<file path="config.mk">
export PLATFORM = sky130hd
export DESIGN_NAME = wb_retire_queue
export DESIGN_NICKNAME = d
export VERILOG_FILES = /design/src/rtl/wb_retire_queue.sv
export SDC_FILE = /design/constraint.sdc
export NUM_CORES = 1
export LEC_CHECK = 0
export BUFFER_PORTS_ARGS = -buffer_cell sky130_fd_sc_hd__buf_2
export CELL_PAD_IN_SITES_DETAIL_PLACEMENT = 1
export CELL_PAD_IN_SITES_GLOBAL_PLACEMENT = 2
export CORE_ASPECT_RATIO = 1.75
export CORE_MARGIN = 2
export CORE_UTILIZATION = 39
export DETAILED_ROUTE_END_ITERATION = 10
export PLACE_DENSITY_LB_ADDON = 0.1
export SKIP_CTS_REPAIR_TIMING = 1
export SYNTH_ARGS = -nofsm -noshare
export SYNTH_HDL_FRONTEND = slang
export SYNTH_SLANG_ARGS = --single-unit
</file>
<file path="constraint.sdc">
create_clock -name clk -period 4.5 [get_ports clk]
set_input_delay 0.675 -clock clk [delete_from_list [all_inputs] [get_ports clk]]
set_output_delay 0.675 -clock clk [all_outputs]
set_load 0.03 [all_outputs]
</file>
<file path="src/rtl/wb_retire_queue.sv">
// wb_retire_queue: in-order writeback queue between execute/mem and the register file.
// Completed instructions wait here until any load data returns from the dcache. The load data
// is aligned and sign/zero extended, and one register-file write retires per cycle in program order.
// Optional feature: define WB_FORWARD_EN to add the fwd_valid/fwd_rd/fwd_data bypass outputs.
module wb_retire_queue #(
  parameter int XLEN  = 32,
  parameter int DEPTH = 4,
  parameter int RA_W  = 5
) (
  input  logic                       clk,
  input  logic                       rst_n,
  input  logic                       in_valid,
  output logic                       in_ready,
  input  logic [XLEN-1:0]            in_pc,
  input  logic [XLEN-1:0]            in_alu,
  input  logic [2:0]                 in_funct3,
  input  logic [RA_W-1:0]            in_rd,
  input  logic                       in_reg_we,
  input  logic                       in_mem_rr,
  input  logic                       in_do_jump,
  input  logic                       dc_resp_valid,
  input  logic [XLEN-1:0]            dc_resp_data,
  output logic                       rf_we,
  output logic [RA_W-1:0]            rf_waddr,
  output logic [XLEN-1:0]            rf_wdata,
  output logic [$clog2(DEPTH):0]     count,
  output logic                       resp_err
`ifdef WB_FORWARD_EN
  ,
  output logic                       fwd_valid,
  output logic [RA_W-1:0]            fwd_rd,
  output logic [XLEN-1:0]            fwd_data
`endif
);

  localparam int PW   = $clog2(DEPTH);
  localparam int CW   = PW + 1;
  localparam int OFFW = $clog2(XLEN / 8);

  // Entry storage. For an incomplete load, ent_data holds the load address until data arrives.
  logic [XLEN-1:0] ent_data [DEPTH];
  logic [RA_W-1:0] ent_rd   [DEPTH];
  logic            ent_we   [DEPTH];
  logic [2:0]      ent_f3   [DEPTH];
  logic            ent_done [DEPTH];

  // Slot indices of incomplete loads, oldest first; its head is the fill pointer.
  logic [PW-1:0]   lq_idx   [DEPTH];

  logic [PW-1:0]   head_reg, tail_reg, lq_head_reg, lq_tail_reg;
  logic [CW-1:0]   count_reg, lq_cnt_reg;

  logic            enq, enq_load, fill, head_fill, ret, ret_we;
  logic [PW-1:0]   fill_idx;
  logic [XLEN-1:0] fill_value, ret_data, enq_data;

  // Select and extend the addressed byte/half/word out of the raw dcache word.
  function automatic logic [XLEN-1:0] extract(input logic [XLEN-1:0] raw,
                                              input logic [2:0]      f3,
                                              input logic [OFFW-1:0] off);
    logic [OFFW-1:0] off_h, off_w;
    logic [XLEN-1:0] sb, sh, sw, res;
    off_h = off & ~OFFW'(1);
    off_w = off & ~OFFW'(3);
    sb = raw >> {off, 3'b000};
    sh = raw >> {off_h, 3'b000};
    sw = raw >> {off_w, 3'b000};
    case (f3)
      3'b000:  res = XLEN'($signed(sb[7:0]));
      3'b001:  res = XLEN'($signed(sh[15:0]));
      3'b010:  res = XLEN'($signed(sw[31:0]));
      3'b100:  res = XLEN'(sb[7:0]);
      3'b101:  res = XLEN'(sh[15:0]);
      3'b110:  res = (XLEN == 64) ? XLEN'(sw[31:0]) : raw;
      default: res = raw;
    endcase
    return res;
  endfunction

  assign in_ready   = (count_reg < CW'(DEPTH));
  assign count      = count_reg;
  assign enq        = in_valid && in_ready;
  assign enq_load   = enq && in_mem_rr;
  assign enq_data   = (in_reg_we && in_do_jump) ? in_pc + XLEN'(4) : in_alu;

  // A response fills the oldest incomplete load as seen before the edge.
  assign fill       = dc_resp_valid && (lq_cnt_reg != '0);
  assign fill_idx   = lq_idx[lq_head_reg];
  assign fill_value = extract(dc_resp_data, ent_f3[fill_idx], ent_data[fill_idx][OFFW-1:0]);

  // The head retires if already complete, or if it is the load being filled this cycle.
  assign head_fill  = fill && (fill_idx == head_reg);
  assign ret        = (count_reg != '0) && (ent_done[head_reg] || head_fill);
  assign ret_data   = ent_done[head_reg] ? ent_data[head_reg] : fill_value;
  assign ret_we     = ent_we[head_reg] && (ent_rd[head_reg] != '0);

`ifdef WB_FORWARD_EN
  assign fwd_valid  = ret && ret_we;
  assign fwd_rd     = ent_rd[head_reg];
  assign fwd_data   = ret_data;
`endif

  // Entry and load-index storage; contents are don't-care while their slot is unoccupied.
  always_ff @(posedge clk) begin
    if (enq) begin
      ent_data[tail_reg] <= enq_data;
      ent_rd[tail_reg]   <= in_rd;
      ent_we[tail_reg]   <= in_reg_we;
      ent_f3[tail_reg]   <= in_funct3;
      ent_done[tail_reg] <= !in_mem_rr;
    end
    if (enq_load) begin
      lq_idx[lq_tail_reg] <= tail_reg;
    end
    if (fill) begin
      ent_data[fill_idx] <= fill_value;
      ent_done[fill_idx] <= 1'b1;
    end
  end

  // Queue pointers, occupancy, load tracking and the sticky response error.
  always_ff @(posedge clk or negedge rst_n) begin
    if (!rst_n) begin
      head_reg    <= '0;
      tail_reg    <= '0;
      count_reg   <= '0;
      lq_head_reg <= '0;
      lq_tail_reg <= '0;
      lq_cnt_reg  <= '0;
      resp_err    <= 1'b0;
    end else begin
      if (enq)      tail_reg    <= tail_reg + 1'b1;
      if (ret)      head_reg    <= head_reg + 1'b1;
      if (enq_load) lq_tail_reg <= lq_tail_reg + 1'b1;
      if (fill)     lq_head_reg <= lq_head_reg + 1'b1;
      count_reg  <= count_reg + CW'(enq) - CW'(ret);
      lq_cnt_reg <= lq_cnt_reg + CW'(enq_load) - CW'(fill);
      if (dc_resp_valid && (lq_cnt_reg == '0)) resp_err <= 1'b1;
    end
  end

  // Registered register-file write port; address and data hold when nothing retires.
  always_ff @(posedge clk or negedge rst_n) begin
    if (!rst_n) begin
      rf_we    <= 1'b0;
      rf_waddr <= '0;
      rf_wdata <= '0;
    end else if (ret) begin
      rf_we    <= ret_we;
      rf_waddr <= ent_rd[head_reg];
      rf_wdata <= ret_data;
    end else begin
      rf_we    <= 1'b0;
    end
  end

endmodule

</file>
# == Word level (Yosys, flattened, before mapping) ==
# Memories as Yosys holds them, arrays and structs flattened.
# Cells that the tools add are included.
# word_totals
ff_bits,53
latchBits,0
ramBits,176
romBits,0
input_bits,111
out_inout_bits,43
word_cells,57
mem_count,6
# classes
n_addsub,9
n_mul,0
div,0
n_lt_le_gt_ge,1
n_eq_ne,4
shift,2
muxes,10
bitwise,0
reduce_logical,15
# memory_table
memory,depth,width,rd,rd_ports_with_merged_regs,wr,line_no,rtl
ent_data,4,32,2,0,2,41,logic [XLEN-1:0] ent_data [DEPTH];
ent_rd,4,5,1,0,1,42,logic [RA_W-1:0] ent_rd [DEPTH];
ent_f3,4,3,1,0,1,44,logic [2:0] ent_f3 [DEPTH];
lq_idx,4,2,1,0,1,48,logic [PW-1:0] lq_idx [DEPTH];
ent_done,4,1,1,0,2,45,logic ent_done [DEPTH];
ent_we,4,1,1,0,1,43,logic ent_we [DEPTH];
# op_table
op,n
one-hot mux 32 bit (4 select lines),1
2-to-1 mux 32 bit,2
adder 32 x 3 -> 32 bit (second input constant),1
right shift 32 x 5 -> 16 bit,1
right shift 32 x 5 -> 8 bit,1
adder 2 x 1 -> 2 bit (second input constant),4
logical AND 1 bit,8
2-to-1 mux 1 bit,7
adder 3 x 1 -> 3 bit,2
equality test 3 bit (second input constant),2
zero test 3 bit,2
nonzero test 3 bit,2
subtractor 3 x 1 -> 3 bit,2
nonzero test 5 bit,1
equality test 3 x 1 -> 1 bit (second input constant),1
< comparator 3 bit (second input constant),1
equality test 2 bit,1
zero test 1 bit,1
logical OR 1 bit,1

# == Depth between registers and ports, before layout ==
# Gate-level depths: netlist of run 1.
# logic_depth
depth_word,6
ltp_mapped,14
depth_no_buf,12

# == Worst setup path after synthesis of run 1 ==
# No wires, ideal clock.
# synth_timing
kind,register to register
start,register lq_head_reg[0]
end,register count_reg[2] (netlist: count[2])
setup_time_ns,0.132
t_arrival_ns,3.089
required_time_ns,4.368
slack_ns,1.279
path_stages_with_launch,15
path_buffers,3
period_less_slack_ns,3.221
path_cell_list,dfrtp_1 -> mux4_2 -> buf_4 -> xnor2_1 -> and3_1 -> clkbuf_1 -> nor2_1 -> inv_1 -> buf_2 -> ha_1 -> inv_1 -> ha_1 -> fa_1 -> xnor2_1 -> xnor2_1
# synth_via
elab_chain_cells,6
# synth_rtl
element,line_no,rtl
"start, declared",50,"logic [PW-1:0] head_reg, tail_reg, lq_head_reg, lq_tail_reg;"
"start signal, assigned",135,if (fill) lq_head_reg <= lq_head_reg + 1'b1;
memory read (4 x 2 bit),--,
equality test 2 bit,92,assign head_fill = fill && (fill_idx == head_reg);
logical AND 1 bit,92,
logical OR 1 bit,93,assign ret = (count_reg != '0) && (ent_done[head_reg] || head_fill);
logical AND 1 bit,93,
via ret,53,"logic enq, enq_load, fill, head_fill, ret, ret_we;"
subtractor 3 x 1 -> 3 bit,136,count_reg <= count_reg + CW'(enq) - CW'(ret);
"end signal, assigned",136,
"end, declared",51,"logic [CW-1:0] count_reg, lq_cnt_reg;"
# The timed path passes the listed nets, and every way through them passes these cells.
# A chain may end at the register's enable or synchronous reset.

# == Worst setup path in the final report of run 1 ==
# layout_timing
start,register lq_head_reg[0]
end,register count_reg[2] (netlist: count[2])
# layout_via
elab_chain_cells,6
# layout_rtl
element,line_no
memory read (4 x 2 bit),--
equality test 2 bit,92
logical AND 1 bit,92
logical OR 1 bit,93
logical AND 1 bit,93
subtractor 3 x 1 -> 3 bit,136
# Every way passes these cells.

==> flow_summary.toml, run 1 <==
[yosys]
number_of_nets_produced_by_synthesis = 1183
yosysTopAreaCellShare_pct = 43.3
post_synth.cell_area_avg_um2 = 11.3
proportion_of_synthesized_chip_area_in_sequential_cells_pct = 55.2
mappedNetlistArea_um2 = 11900
netlist_top_cells_count = "edfxtp_1 (172), nand2_1 (155), nor2_1 (103)"
synthFlopType = "edfxtp_1"
synth_edf_count = 172
most_frequent_cell_after_synthesis = "edfxtp_1"
syn-instance-count = 1057
yosysTopAreaCell = "edfxtp_1"
synthesis.yosys.warnings = 0
synth_cell_types = 54
synth.area.top_cells = "edfxtp_1 (43%), dfrtp_1 (11%), mux4_2 (7.7%)"
flops_latches_synth = 229
ys_async_sr_fraction_pct = 23.1

[sta]
final_max_slew_viol_count = 0
layout_min_cycle_time_ns = 3.34
tightest_slew_ns = 1.07
rsz0062_at_grt = "false"
final-hold-violation-count = 0
final.setup.tns_ns = 0
max_slew_margin_pct = 28.6
fin_crit_sh_pct = 74.2
max_clock_freq_mhz = 300
fin_worst_skew_ns = 0.0171
setup-violations-final = 0

[cts]
clock_tree_from_tritoncts = "built"
clock_latency_on_the_worst_skew_pair_ns = 0.54
cts_max_path_buffers = 3
cts.reportedPaths.clkPinSlew_ns = 0.07
cts.sink_count = 229
inserted_clock_buffers = 23
root_buffer = "clkbuf_16"
cts_max_level = 1

[min_path]
hold_path.class = "input pin to asynchronous set/reset pin"

[grt]
grt_remaining_overflow = 0
antenna_found_initial = 0
grt_start_max_net_pins = 81
grt_pass1_vias = 9809
grt_pass1_wl_mm = 60.5
track_usage_pct = 25.5

[cells_and_area]
area_delta_synth_final_pct = 16.1
layout-drive-gt1-share_pct = 24.7
final-seq-area_um2 = 6570
final_net_count = 1316
final.fill_count = 3357
top_register = "ent_data"
multi_input_area_um2 = 4960
largest_reg_flops = 128
finalCoreUtilization_pct = 46.0
biggestRegsByFlops = "ent_data: 128 flops, rf_wdata: 32 flops, ent_rd: 20 flops"
stdcell_count = 1594
number_of_diodes_added_for_antenna_fixing = 0

[critical_path]
critical_path_rt_ns = 4.96
start_kind = "flop"
critPathArrivalTime_ns = 3.80
cp_max_fo = 19
timing.critical_path.to_type = "flop"
setup.worst_path.class = "flop to flop"

[placed_design]
port_buffers = 153
hpwlAfterDp_mm = 28.2
routability_congestion_estimate_from_global_placement = 0.800
placed_cells = 1552

[power]
power.ir.vdd_worst_mv = 0.513
p_leak_uw = 0.00531
cellPowerDensity_nw_per_um2 = 795

[flow_run]
drv.max_cap_violation_count = 0

[detailed_routing]
route.met3.wl_mm = 1.88
viasPerCell = 5.77
dr_pass1_iterations = 4
route.top_layer_used = "met4"
met2_wl_post_dr_mm = 21.6
routedWlPerCell_um = 25.2
totalWireLength_mm = 40.2
detailroute.via_count = 9191
drt_iter0_drc = 634
drt.antenna.violating_nets = 0
routedLengthMet1_mm = 15.2
post-route-drc-count = 0

[status]
outcome = "finished clean"

[floorplanning]
ios = 154
die_h_um = 235
initial_utilization_pct = 39.6
floorplan.die_area_um2 = 32000
chipWidth_um = 136
floorplan.rows = 84
core-area_um2 = 30100
critical path, stage by stage, from the launching register on:
cell and delay, ns:
dfrtp_1 0.45, mux4_2 0.81, xnor2_1 0.25, and3_1 0.22, nor2_1 0.21, inv_1 0.09, ha_1 0.28, inv_1 0.04
ha_1 0.18, fa_1 0.38, xnor2_1 0.19, xnor2_1 0.13
cells by family (layout without fill, tap and decap cells):
group	count (synthesis)	count (layout)	synth area share, %
AND/OR/NAND/NOR	345	345	12.9
AO/OA/AOI/OAI	249	249	12.5
flip-flops	229	229	55.2
buffers and inverters	101	251	3.51
multiplexers	78	78	11.3
XOR/XNOR	40	40	2.94
adder cells (fa/ha/maj)	15	15	1.70
final cells by class:
type | count | share of cell area, %
clock inverters | 9 | 0.497
well taps | 387 | 3.50
flip-flops and latches | 229 | 47.5
multi-input cells | 727 | 35.9
clock buffers | 33 | 4.58
inverters | 24 | 0.651
repair buffers | 185 | 7.36
power by group:
part / switching, uW / internal [uW] / leakage [uW] / total (uW)
logic: 3580 / 1930 / 0.00273 / 5510
clock network: 824 / 1040 / 0.000344 / 1860
registers: 374 / 3250 / 0.00223 / 3620
final timing paths:
path / slack [ns] / start / cells after the start / end
setup / recovery: 1.16 / lq_head_reg[0] / 11 / count[2]
max in group asynchronous: 3.37 / rst_n / 2 / head_reg[1]
hold reg to reg: 0.46 / rf_waddr[2] / 2 / rf_waddr[2]
min in group clk: 0.36 / in_rd[2] / 1 / ent_rd[2][2]
setup reg to reg: 1.16 / lq_head_reg[0] / 11 / count[2]
hold / removal: 0.19 / rst_n / 1 / rf_wdata[6]
stage by stage:
step / cell area, um2 / power (uW) / setup WS, ns / hold slack [ns]
floorplan: 11900 / 7350 / 1.28 / 0.379
global placement: 13100 / 9110 / 1.23 / 0.441
detailed placement: 13100 / 9230 / 1.15 / 0.459
CTS: 13800 / 11100 / 1.13 / 0.197
global route: 13800 / 11600 / 1.02 / 0.211
finish: 13800 / 11000 / 1.16 / 0.195
placed cells by master (no fill, tap or decap), drive strengths merged, types with 5 or more instances in the layout:
cell type / n
nand3: 14
a31oi: 80
dfrtp: 53
inv: 25
mux2i: 28
o22ai: 20
a22oi: 5
o211ai: 5
ha: 13
nor4: 6
edfxtp: 172
nor3: 12
or3: 18
buf: 185
nand2: 156
clkbuf: 33
o21ai: 103
xnor2: 31
mux4: 41
nor2: 103
a21oi: 29
mux2: 9
clkinv: 7
xor2: 9
and3: 14
routing by layer:
layer	GRT usage, %	vias to the layer above
li1	-	4177
met1	29.8	4709
met2	46.2	246
met3	3.79	59
met4	9.60	0
met5	0	-
Power figures use the tool's default switching activity.
==> inputs of run 2 (changes only) <==
--- a/config.mk
+++ b/config.mk
@@ -5,12 +5,13 @@
 export SDC_FILE = /design/constraint.sdc
 export NUM_CORES = 1
 export LEC_CHECK = 0
+export ABC_AREA = 1
 export BUFFER_PORTS_ARGS = -buffer_cell sky130_fd_sc_hd__buf_2
 export CELL_PAD_IN_SITES_DETAIL_PLACEMENT = 1
 export CELL_PAD_IN_SITES_GLOBAL_PLACEMENT = 2
 export CORE_ASPECT_RATIO = 1.75
 export CORE_MARGIN = 2
-export CORE_UTILIZATION = 39
+export CORE_UTILIZATION = 35
 export DETAILED_ROUTE_END_ITERATION = 10
 export PLACE_DENSITY_LB_ADDON = 0.1
 export SKIP_CTS_REPAIR_TIMING = 1
==> constraint.sdc (replaced) <==
create_clock -name clk -period 3.2 [get_ports clk]
set_input_delay 0.48 -clock clk [delete_from_list [all_inputs] [get_ports clk]]
set_output_delay 0.48 -clock clk [all_outputs]
set_load 0.03 [all_outputs]
==> run 2 against run 1 <==
Net effect:
- utilization down 4.8 points
- die area up 21%
- clock-buffer cell count down 2
- via count up 25%
- hold slack worse by 0.045 ns
- critical path type unchanged
- largest cell class unchanged
==> flow_summary.toml, run 2 <==
[power]
power.ir.vdd_worst_mv = 0.950
p_leak_uw = 0.00669
cellPowerDensity_nw_per_um2 = 1250
seqPwrFrac_pct = 27.5
design_power_total_uw = 18800
intPower_uw = 9230
switching_share_pct = 51.0
power.combinational.fraction_pct = 57.6
net-switching-power_uw = 9590
power_frac_clock_pct = 14.8

[cells_and_area]
layout.cell_area.non_filler_um2 = 15100
top_register = "ent_data"
final_net_count = 1831
number_of_diodes_added_for_antenna_fixing = 0
final.fill_count = 4500
most-common-layout-cells = "nand2_1 (523), edfxtp_1 (172), buf_2 (153)"
area_delta_synth_final_pct = 16.4
layout-drive-gt1-share_pct = 18.3
largest_reg_flops = 128
most_common_library_cell_in_the_layout_ignoring_fill_and_taps = "nand2_1"
biggestRegsByFlops = "ent_data: 128 flops, rf_wdata: 32 flops, ent_rd: 20 flops"
finalCoreUtilization_pct = 41.2

[detailed_routing]
drt_iter0_drc = 556
dr_pass1_iterations = 5
detailroute.via_count = 11513
viasPerCell = 5.24
routedWlPerCell_um = 22.6
route.met3.wl_mm = 1.69
route.top_layer_used = "met5"
routedLengthMet1_mm = 19.3
met2_wl_post_dr_mm = 26.5
totalWireLength_mm = 49.7
drt.antenna.violating_nets = 0
post-route-drc-count = 0

[yosys]
synth_cell_types = 53
synthFlopType = "edfxtp_1"
syn-instance-count = 1565
proportion_of_synthesized_chip_area_in_sequential_cells_pct = 50.6
mappedNetlistArea_um2 = 13000
synth_edf_count = 172
flops_latches_synth = 229
post_synth.cell_area_avg_um2 = 8.30
ys_async_sr_fraction_pct = 23.1
synth.area.top_cells = "edfxtp_1 (40%), nand2_1 (15%), dfrtp_1 (10%)"
yosysTopAreaCellShare_pct = 39.8
netlist_top_cells_count = "nand2_1 (524), edfxtp_1 (172), nor2_1 (127)"
most_frequent_cell_after_synthesis = "nand2_1"
number_of_nets_produced_by_synthesis = 1691
yosysTopAreaCell = "edfxtp_1"
synthesis.yosys.warnings = 0

[sta]
final.setup.tns_ns = 0
fin_crit_sh_pct = 89.8
hold_slack_ns = 0.150
layout_min_cycle_time_ns = 2.87
final_max_slew_viol_count = 0
max_clock_freq_mhz = 348
rsz0062_at_grt = "false"
setup-violations-final = 0
tightest_slew_ns = 1.09
fin_worst_skew_ns = 0.0238
max_slew_margin_pct = 27.6
final-hold-violation-count = 0

[floorplanning]
chipWidth_um = 150
floorplan.die_area_um2 = 38700
core-area_um2 = 36700
floorplan.rows = 93
die_h_um = 259
ios = 154
initial_utilization_pct = 35.4

[critical_path]
setup.worst_path.class = "flop to flop"
critPathSlowestCell = "dfrtp_1"
cp_common_cell = "nand2_1"
critPathMaxStageDelay_ns = 0.52
timing.critical_path.cells = "nand2_1 > nand3_4 > nand2_4 > nand2_1 > nand2_1 > nand2_4 > nand2_2 > inv_1 > nand2_1 > nand3_4 > buf_4 > nand2_1 > nand2_1 > o21ai_0"
critical_path_rt_ns = 3.45
cp_max_fo = 24
start_kind = "flop"
timing.critical_path.to_type = "flop"
critPathArrivalTime_ns = 3.12
reg2reg_setup_slack_ns = 0.33

[cts]
cts_max_level = 1
root_buffer = "clkbuf_16"
inserted_clock_buffers = 23
clock_tree_from_tritoncts = "built"
cts_max_path_buffers = 3
cts.reportedPaths.clkPinSlew_ns = 0.07
clock_latency_on_the_worst_skew_pair_ns = 0.54
cts.sink_count = 229

[placed_design]
routability_congestion_estimate_from_global_placement = 0.922
hpwlAfterDp_mm = 35.1
port_buffers = 153
postPlaceCellArea_um2 = 14300

[grt]
grt_pass1_wl_mm = 74.3
antenna_found_initial = 1
track_usage_pct = 25.9
grt_pass1_vias = 12328
grt_start_max_net_pins = 79
grt_remaining_overflow = 0

[status]
outcome = "finished clean"

[flow_run]
drv.max_cap_violation_count = 0

[min_path]
hold_path.class = "input pin to asynchronous set/reset pin"
==> run 2: final cells by class <==
cell class / count / area, um2 / area share [%]
inverters: 99 / 379 / 2.51
clock inverters: 11 / 118 / 0.778
clock buffers: 31 / 646 / 4.27
well taps: 475 / 594 / 3.93
repair buffers: 195 / 1130 / 7.49
multi-input cells: 1157 / 5670 / 37.5
flip-flops and latches: 229 / 6570 / 43.5
==> run 2: layer usage <==
metal | up-vias | GRT usage, %
li1 | 5527 | -
met1 | 5658 | 29.6
met2 | 244 | 48.3
met3 | 82 | 2.39
met4 | 2 | 11.2
met5 | - | 0
==> run 2: final timing paths <==
path,endpoint,from,cells after the start
worst max-delay path,ent_data[1][13],lq_head_reg[0],14
worst min-delay path,rf_wdata[20],rst_n,1
worst max register to register,ent_data[1][13],lq_head_reg[0],14
worst min register to register,resp_err,resp_err,1
max in group asynchronous,rf_wdata[29],rst_n,2
min in group clk,ent_rd[2][1],in_rd[1],1
==> run 2: power groups by stage <==
stage	Combinational, uW	Sequential (uW)	Clock [uW]
CTS	11000	5200	2850
global route	12100	5300	2940
global placement	10800	5220	0
finish	10800	5180	2790
floorplan	6810	5610	0
detailed placement	11000	5250	0
==> run 2: critical path, delay by kind of cell (launching register included) <==
| family | cells | cell delay, ns |
|---|---|---|
| AOI/OAI and AO/OA | 1 | 0.11 |
| buffers and inverters | 2 | 0.49 |
| DFF | 1 | 0.52 |
| and+or+nand+nor | 11 | 1.47 |
==> run 2: per-stage QoR <==
stage          setup slack, ns  std cells
3_5_place_dp             0.264       2155
4_1_cts                  0.256       2197
2_1_floorplan            0.414       1565
3_3_place_gp             0.308       2155
5_1_grt                 0.0878       2197
6_report                 0.325       2197
==> run 2: cells by family (layout without fill, tap and decap cells) <==
| logic type | Yosys count | in the layout | share of synthesized area, % |
|---|---|---|---|
| AO/OA/AOI/OAI | 230 | 230 | 10.1 |
| XOR/XNOR | 22 | 22 | 1.48 |
| adder cells (fa/ha/maj) | 15 | 15 | 1.56 |
| buffers and inverters | 179 | 336 | 5.87 |
| flip-flops | 229 | 229 | 50.6 |
| multiplexers | 3 | 3 | 0.231 |
| AND/OR/NAND/NOR | 887 | 887 | 30.1 |
==> inputs of run 3 (changes only) <==
--- a/config.mk
+++ b/config.mk
@@ -11,7 +11,7 @@
 export CELL_PAD_IN_SITES_GLOBAL_PLACEMENT = 2
 export CORE_ASPECT_RATIO = 1.75
 export CORE_MARGIN = 2
-export CORE_UTILIZATION = 35
+export CORE_UTILIZATION = 38
 export DETAILED_ROUTE_END_ITERATION = 10
 export PLACE_DENSITY_LB_ADDON = 0.1
 export SKIP_CTS_REPAIR_TIMING = 1
==> constraint.sdc (replaced) <==
create_clock -name clk -period 3.34 [get_ports clk]
set_input_delay 0.501 -clock clk [delete_from_list [all_inputs] [get_ports clk]]
set_output_delay 0.501 -clock clk [all_outputs]
set_load 0.03 [all_outputs]
==> run 3 against run 2 <==
Net effect:
- cell count down 1.2%
- via count up 0.54%
- global-route usage rose by 0.80 points
- clock power decreased by 12%
- worst setup slack got worse by 0.026 ns
- total power down 6.3%
- fmax shrank 5.5%
==> flow_summary.toml, run 3 (synthesis gave the netlist of run 2 again) <==
[sta]
rsz0062_at_grt = "false"
fin_worst_skew_ns = 0.0227
final.setup.tns_ns = 0
tightest_slew_ns = 1.05
final-hold-violation-count = 0
max_clock_freq_mhz = 329
final_max_slew_viol_count = 0
max_slew_margin_pct = 30.2
layout_min_cycle_time_ns = 3.04
setup-violations-final = 0
fin_crit_sh_pct = 91.0

[grt]
track_usage_pct = 26.7
grt_remaining_overflow = 0
grt_start_max_net_pins = 75
global_route.usage.met1_pct = 31.0
grt.busiest_layer = "met2"
grt_pass1_wl_mm = 72.1
grtUsageMet2_pct = 50.4
antenna_found_initial = 0
global_route.usage.met3_pct = 2.12
grt_pass1_vias = 12315

[power]
cellPowerDensity_nw_per_um2 = 1180
p_leak_uw = 0.00661
power.ir.vdd_worst_mv = 0.554

[critical_path]
crit-reg2reg-launch = "lq_head_reg[0]"
setup.worst_path.class = "flop to flop"
worst_r2r_path_depth = 16
start_kind = "flop"
critPathSlowestCell = "dfrtp_1"
timing.critical_path.cells = "inv_4 > nand2_2 > nand3_2 > nand2_4 > nand2_1 > nand2_1 > nand2_4 > nand2_2 > nand2_1 > and2_1 > nand2_4 > nand2_4 > inv_4 > nand2_1 > nand2_1 > nand2_1"
reg2reg_setup_slack_ns = 0.30
critPathMaxStageDelay_ns = 0.51
critPathArrivalTime_ns = 3.33
timing.critical_path.to_type = "flop"
cp_max_fo = 21
critical_path_rt_ns = 3.63
cp_common_cell = "nand2_1"
crit-reg2reg-capture = "ent_data[3][24]"

[cells_and_area]
layout-drive-gt1-share_pct = 17.5
largest_reg_flops = 128
top_register = "ent_data"
most-common-layout-cells = "nand2_1 (523), edfxtp_1 (172), buf_2 (153)"
biggestRegsByFlops = "ent_data: 128 flops, rf_wdata: 32 flops, ent_rd: 20 flops"
final_net_count = 1824
final.fill_count = 4113
layout.cell_area.non_filler_um2 = 14900
area_delta_synth_final_pct = 15.0
stdcell_count = 2170
most_common_library_cell_in_the_layout_ignoring_fill_and_taps = "nand2_1"
number_of_diodes_added_for_antenna_fixing = 0

[cts]
clock_tree_from_tritoncts = "built"
inserted_clock_buffers = 23
cts.reportedPaths.clkPinSlew_ns = 0.06
root_buffer = "clkbuf_16"
cts_max_level = 1
clock_latency_on_the_worst_skew_pair_ns = 0.54
cts_max_path_buffers = 3
cts.sink_count = 229

[placed_design]
postPlaceCellArea_um2 = 14300
hpwlAfterDp_mm = 33.5
routability_congestion_estimate_from_global_placement = 0.829
placed_cells = 2128
port_buffers = 153

[floorplanning]
floorplan.die_area_um2 = 35700
initial_utilization_pct = 38.5
die_h_um = 249
chipWidth_um = 144
ios = 154
floorplan.rows = 89
core-area_um2 = 33700

[detailed_routing]
post-route-drc-count = 0
routedWlPerCell_um = 21.8
drt.antenna.violating_nets = 0
dr_pass1_iterations = 4
detailroute.via_count = 11575
viasPerCell = 5.33
drt_iter0_drc = 553
totalWireLength_mm = 47.3

[flow_run]
drv.max_cap_violation_count = 0

[min_path]
hold_path.class = "input pin to asynchronous set/reset pin"

[status]
outcome = "finished clean"
## run 3: area by class of cell
type,count,area [um2],share of cell area [%]
inverter,99,377,2.52
clock inverter,8,42.5,0.285
timing repair buffer,188,1070,7.14
sequential,229,6570,44.0
clock buffer,34,637,4.26
tap,455,569,3.81
multi-input combinational,1157,5670,38.0
## run 3: power by group
part	leakage (uW)	total (uW)	switching (uW)	internal [uW]
combinational	0.00403	10200	7470	2760
sequential	0.00225	4950	447	4500
clock	0.000330	2450	1130	1320
total	0.00661	17600	9050	8580
## run 3: how the worst max path moves through the flow
stage | startpoint | endpoint | slack [ns] | depth (start not counted)
3_3_place_gp | in_pc[2] | ent_data[3][26] | 0.38 | 13
4_1_cts | lq_head_reg[0] | ent_data[3][18] | 0.32 | 16
2_1_floorplan | head_reg[0] | count[2] | 0.55 | 13
6_report | lq_head_reg[0] | ent_data[3][24] | 0.30 | 16
5_1_grt | lq_head_reg[0] | ent_data[3][18] | 0.04 | 16
3_5_place_dp | lq_head_reg[0] | ent_data[3][24] | 0.33 | 16
## run 3: metrics by stage
step	hold slack (ns)	setup slack (ns)	utilization, %	total power, uW
5_1_grt	0.183	0.0406	44.3	19000
3_3_place_gp	0.449	0.379	42.2	15100
3_5_place_dp	0.462	0.333	42.2	15300
4_1_cts	0.160	0.320	44.3	17800
2_1_floorplan	0.205	0.554	-	11900
6_report	0.143	0.299	44.3	17600
## run 3: worst max-delay path: cells and delay by family (launching register included)
family / cells / cell delay [ns]
simple gates: 14 / 1.87
flops: 1 / 0.51
buf+inv: 2 / 0.39
## run 3: metal layers
layer / routed length (um) / vias up / share of wire, %
met5: 0 / - / 0
met4: 1360 / 0 / 2.9
met3: 1660 / 70 / 3.5
met2: 25600 / 257 / 54
met1: 18700 / 5737 / 40
li1: - / 5511 / -
